--- src/rtl/drum_timing_gen.sv ---
// Bit/word timing generator for the drum clock domain: free-running or slaved to
// a marker track, with lock tracking and gated timing-pulse decode.
module drum_timing_gen #(
  parameter int unsigned N_BITS     = 29,
  parameter int unsigned N_WORDS    = 108,
  parameter int unsigned GROUP      = 4,
  parameter int unsigned NUM_TAPS   = 4,
  parameter int unsigned LOCK_WORDS = 3,
  parameter int unsigned MISS_LIMIT = 2,
  localparam int unsigned BW = $clog2(N_BITS + 1),
  localparam int unsigned WW = $clog2(N_WORDS)
) (
  input  logic                   CLOCK,
  input  logic                   rst,
  input  logic                   enable,
  input  logic                   slave_mode,
  input  logic                   mark_in,
  input  logic                   index_in,
  input  logic                   sign_req,
  input  logic [NUM_TAPS*BW-1:0] tap_bit,
  output logic [BW-1:0]          bit_cnt,
  output logic [WW-1:0]          word_cnt,
  output logic                   T1,
  output logic                   TN,
  output logic                   T0,
  output logic                   TE,
  output logic                   TF,
  output logic                   TS,
  output logic [NUM_TAPS-1:0]    tap_pulse,
  output logic                   locked,
  output logic                   sync_err
);

  localparam int unsigned GW = $clog2(LOCK_WORDS + 1);
  localparam int unsigned MW = $clog2(MISS_LIMIT + 1);

  typedef enum logic [2:0] {S_IDLE, S_FREE, S_HUNT, S_ACQ, S_LOCKED} state_t;

  state_t        state_q, state_d;
  logic [BW-1:0] bit_q, bit_d;
  logic [WW-1:0] word_q, word_d;
  logic [GW-1:0] good_q, good_d;
  logic [MW-1:0] miss_q, miss_d;
  logic          ts_q, ts_d;
  logic          sync_err_q, sync_err_d;

  logic          at_tn;
  logic          pulse_en;
  logic          mark_err;
  logic [WW-1:0] word_inc;

  assign at_tn    = (bit_q == BW'(N_BITS));
  assign word_inc = (word_q == WW'(N_WORDS - 1)) ? '0 : word_q + WW'(1);
  assign locked   = (state_q == S_FREE) || (state_q == S_LOCKED);
  assign pulse_en = enable && locked;

  // Timing decode straight off the counters, gated by enable and lock
  assign T1 = pulse_en && (bit_q == BW'(1));
  assign TN = pulse_en && at_tn;
  assign T0 = TN && (word_q == WW'(N_WORDS - 1));
  assign TE = pulse_en && !word_q[0];
  assign TF = TN && ((32'(word_q) % GROUP) == (GROUP - 1));
  assign TS = ts_q && T1;

  always_comb begin
    tap_pulse = '0;
    for (int i = 0; i < int'(NUM_TAPS); i++) begin
      tap_pulse[i] = pulse_en && (tap_bit[i*BW +: BW] == bit_q);
    end
  end

  assign bit_cnt  = bit_q;
  assign word_cnt = word_q;
  assign sync_err = sync_err_q;

  // LOCKED-state marker check: TN must carry a marker (and index only at the last word)
  assign mark_err = at_tn ? (!mark_in || (index_in && (word_q != WW'(N_WORDS - 1))))
                          : mark_in;

  always_comb begin
    state_d    = state_q;
    bit_d      = bit_q;
    word_d     = word_q;
    good_d     = good_q;
    miss_d     = miss_q;
    ts_d       = ts_q;
    sync_err_d = 1'b0;

    if (enable) begin
      ts_d = TN ? (!word_inc[0] || sign_req) : 1'b0;
      if (state_q != S_IDLE) begin
        bit_d  = at_tn ? BW'(1) : bit_q + BW'(1);
        word_d = at_tn ? word_inc : word_q;
      end

      unique case (state_q)
        S_IDLE: state_d = slave_mode ? S_HUNT : S_FREE;
        S_FREE: begin
          if (slave_mode) begin
            state_d = S_HUNT;
            good_d  = '0;
          end
        end
        S_HUNT: begin
          if (!slave_mode) begin
            state_d = S_FREE;
          end else if (mark_in) begin
            bit_d   = BW'(1);
            word_d  = index_in ? '0 : word_inc;
            good_d  = GW'(1);
            state_d = (LOCK_WORDS == 1) ? S_LOCKED : S_ACQ;
          end
        end
        S_ACQ: begin
          if (!slave_mode) begin
            state_d = S_FREE;
            good_d  = '0;
          end else if (mark_in && at_tn) begin
            good_d = good_q + GW'(1);
            if (index_in) word_d = '0;
            if (good_q + GW'(1) == GW'(LOCK_WORDS)) begin
              state_d = S_LOCKED;
              good_d  = '0;
              miss_d  = '0;
            end
          end else if (mark_in || at_tn) begin
            state_d = S_HUNT;
            good_d  = '0;
          end
        end
        S_LOCKED: begin
          if (!slave_mode) begin
            state_d = S_FREE;
            miss_d  = '0;
          end else begin
            if (at_tn && index_in) word_d = '0;
            if (mark_err) begin
              if (miss_q + MW'(1) == MW'(MISS_LIMIT)) begin
                state_d    = S_HUNT;
                miss_d     = '0;
                sync_err_d = 1'b1;
              end else begin
                miss_d = miss_q + MW'(1);
              end
            end else if (at_tn) begin
              miss_d = '0;
            end
          end
        end
        default: state_d = S_IDLE;
      endcase
    end
  end

  always_ff @(posedge CLOCK or posedge rst) begin
    if (rst) begin
      state_q    <= S_IDLE;
      bit_q      <= BW'(1);
      word_q     <= '0;
      good_q     <= '0;
      miss_q     <= '0;
      ts_q       <= 1'b0;
      sync_err_q <= 1'b0;
    end else begin
      state_q    <= state_d;
      bit_q      <= bit_d;
      word_q     <= word_d;
      good_q     <= good_d;
      miss_q     <= miss_d;
      ts_q       <= ts_d;
      sync_err_q <= sync_err_d;
    end
  end

endmodule
--- config.mk ---
export PLATFORM = sky130hd
export DESIGN_NAME = drum_timing_gen
export DESIGN_NICKNAME = d
export VERILOG_FILES = /design/src/rtl/drum_timing_gen.sv
export SDC_FILE = /design/constraint.sdc
export NUM_CORES = 1
export LEC_CHECK = 0
export ABC_AREA = 1
export CAP_MARGIN = 25
export CORE_UTILIZATION = 52
export DETAILED_ROUTE_END_ITERATION = 12
export GPL_TIMING_DRIVEN = 0
export PLACE_DENSITY = 0.93
export SYNTH_ARGS = -nofsm -noshare
export SYNTH_HDL_FRONTEND = slang
export SYNTH_SLANG_ARGS = --single-unit
--- constraint.sdc ---
create_clock -name CLOCK -period 3.2 [get_ports CLOCK]
set_input_delay 0.64 -clock CLOCK [delete_from_list [all_inputs] [get_ports CLOCK]]
set_output_delay 0.64 -clock CLOCK [all_outputs]
set_load 0.01 [all_outputs]
==> impl_metrics.env <==
export IMPL_async_flop_share_pct=100
export IMPL_slew_viol_final=0
export IMPL_top_layer_used="met4"
export IMPL_die_x_um=61.9
export IMPL_ios=51
export IMPL_drt_iter0_drc=116
export IMPL_arrival_ps=2340
export IMPL_worstSkewPairLatency_ps=310
export IMPL_antenna_diode_count=0
export IMPL_r2r_cells=11
export IMPL_r2r_end="state_q[0]"
export IMPL_port_buffers=49
export IMPL_cts_htree_levels=1
export IMPL_cts_path_max_buffers=2
export IMPL_wl_per_cell_um=12.3
export IMPL_relSlewSlack_pct=45.7
export IMPL_wl_mm=4.62
export IMPL_antenna_found_initial=0
export IMPL_met3_length_um=420
export IMPL_grt_setup_unrepaired="false"
export IMPL_ys_types=34
export IMPL_ys_warn_count=0
export IMPL_cts_sinks=21
export IMPL_grt_pass1_wl_mm=7.08
export IMPL_synth_seq_area_share_pct=28.2
export IMPL_grt_ovfl_total=0
export IMPL_synth_top_cell_by_area="dfrtp_1"
export IMPL_cts_tree="built"
export IMPL_fin_crit_ps=2980
export IMPL_post_cts_resized=0
export IMPL_wl_met1_mm=1.95
export IMPL_syn_num_nets=307
export IMPL_drcViolationCount=0
export IMPL_synth_seq_cells=21
export IMPL_cts_made_buffers=3
export IMPL_initial_core_util_pct=55.0
export IMPL_final_cell_mix="65 x nand2_1, 49 x clkdlybuf4s50_1, 34 x nor2_1"
export IMPL_status="finished clean"
export IMPL_ir_worst_vdd_mv=0.388
export IMPL_syn_to_final_growth_pct=30.7
export IMPL_cellPowerDensity_mw_per_mm2=609
export IMPL_synth_area_per_cell_sq_um=6.73
export IMPL_cp_end_kind="output pin"
export IMPL_clkTransAtPathRegs_ps=130
export IMPL_setup_worst_path_start="enable"
export IMPL_synthCells=277
export IMPL_r2r_slack_ps=1280
export IMPL_core_area_sq_mm=0.00339
export IMPL_synth_top_area_share_pct=26.8
export IMPL_die_area_sq_mm=0.00383
export IMPL_setup_viol=0
export IMPL_fp_row_count=21
export IMPL_vias=1975
export IMPL_hold_class="reg -> reg"
export IMPL_synthTopCellsByArea="dfrtp_1 27%, nand2_1 13%, nand3_1 7.0%, nor2_1 6.8%, xnor2_1 6.1%"
export IMPL_r2r_start="bit_cnt[1]"
export IMPL_hp_start="miss_q[1]"
export IMPL_syn_area_sq_mm=0.00187
export IMPL_ctsHoldBuffers=0
export IMPL_drive_gt1_share_pct=10.6
export IMPL_cp_start_kind="primary input"
export IMPL_fin_setup_tns_ps=0
export IMPL_period_share_pct=93.1
export IMPL_die_h_um=61.9
export IMPL_ys_flop_type="dfrtp_1"
export IMPL_finalHoldViolCount=0
export IMPL_required_ps=2560
export IMPL_power_leakage_nw=1.13
export IMPL_crit_end="tap_pulse[0]"
export IMPL_cts_setup_buffers=0
export IMPL_antenna_left=0
export IMPL_cp_max_fo=8
export IMPL_drv_cap=0
export IMPL_grt_total_usage_pct=25.1
export IMPL_dr_pass1_iters=5
export IMPL_fin_skew_ps=17.5
export IMPL_hpwl_mm=3.59
export IMPL_final_common_cell="nand2_1"
export IMPL_place_gp_congestion=0.892
export IMPL_max_freq_ghz=0.336
export IMPL_crit_type="in -> out"
export IMPL_viasPerCell=5.27
export IMPL_final_nets=360
export IMPL_power_total_mw=1.48
export IMPL_grt_max_degree=22
export IMPL_dr_wl_met2_mm=2.20
export IMPL_synth_edf_count=0
export IMPL_cts_root_buffer="clkbuf_4"
export IMPL_grt_pass1_vias=1704
export IMPL_worstMarginPinSlew_ps=813
-- logic make-up (layout without fill, tap and decap cells) --
logic type / after synthesis / in the layout / synth area share [%]
AND/OR/NAND/NOR: 161 / 161 / 41.8
buffers and inverters: 40 / 92 / 8.92
AO/OA/AOI/OAI: 32 / 32 / 9.59
flip-flops: 21 / 21 / 28.2
XOR/XNOR: 20 / 20 / 9.39
adder cells (fa/ha/maj): 3 / 3 / 2.01
-- worst max-delay path, stage by stage --
cell,delay [ps]
clkdlybuf4s50_1,630
nand2_2,200
nor4_1,290
clkdlybuf4s50_1,590
-- report_power, final --
| group | switching [mW] | internal, mW | total [mW] |
|---|---|---|---|
| Clock | 0.0825 | 0.0467 | 0.129 |
| Sequential | 0.112 | 0.347 | 0.458 |
| Combinational | 0.491 | 0.405 | 0.896 |
| Total | 0.685 | 0.799 | 1.48 |
-- through the flow --
stage          util [%]  hold slack, ps  area [sq um]  cells  setup WS [ps]
5_1_grt            71.9             571          2440    375           12.8
6_report           71.9             555          2440    375            220
4_1_cts            72.0             562          2440    376           99.6
3_5_place_dp       71.2             540          2410    372            188
3_3_place_gp       71.2             507          2410    372            192
2_1_floorplan         -             492          1870    277           1020
-- worst min-delay path by stage --
| stage | endpoint | slack (ps) | cells past startpoint |
|---|---|---|---|
| final | miss_q[1] | 550 | 1 |
| after global routing | miss_q[1] | 570 | 1 |
| after CTS | miss_q[1] | 560 | 1 |
| after detailed placement | miss_q[1] | 540 | 1 |
| after global placement | ts_q | 510 | 2 |
| after floorplan | ts_q | 490 | 2 |
-- flip-flops by register name (all words and copies together), names as in the netlist --
name	cells
ts_q	1
word_cnt	7
miss_q	2
bit_cnt	5
good_q	2
state_q	3
sync_err	1
-- routing by layer --
layer | GRT usage (%) | vias to the layer above
li1 | - | 1003
met1 | 29.8 | 883
met2 | 45.3 | 82
met3 | 3.93 | 7
met4 | 9.52 | 0
met5 | 0 | -
-- cell type report --
cell class,count,area (sq um)
buffer,6,38.8
clock buffer,3,22.5
clock inverter,1,5.00
fill,281,952
inverter,33,124
multi-input combinational,216,1170
sequential,21,527
tap,46,57.6
timing repair buffer,49,490
-- Yosys cell counts (2+ instances only) --
cell and instances:
xor2_1 7, nor2_4 4, inv_1 30, inv_2 3
nor4_1 2, buf_4 2, nand2_1 65, nor2_1 34
xnor2_1 13, or2_2 3, o21ai_1 3, nand3b_1 2
a21oi_1 11, dfrtp_1 20, nor3_1 3, ha_1 3
nor2_2 2, o21ai_0 13, nand3_1 26, nand4_1 7
clkbuf_1 3, nand2_2 9
Note: power is estimated with default switching activity, not from simulation.
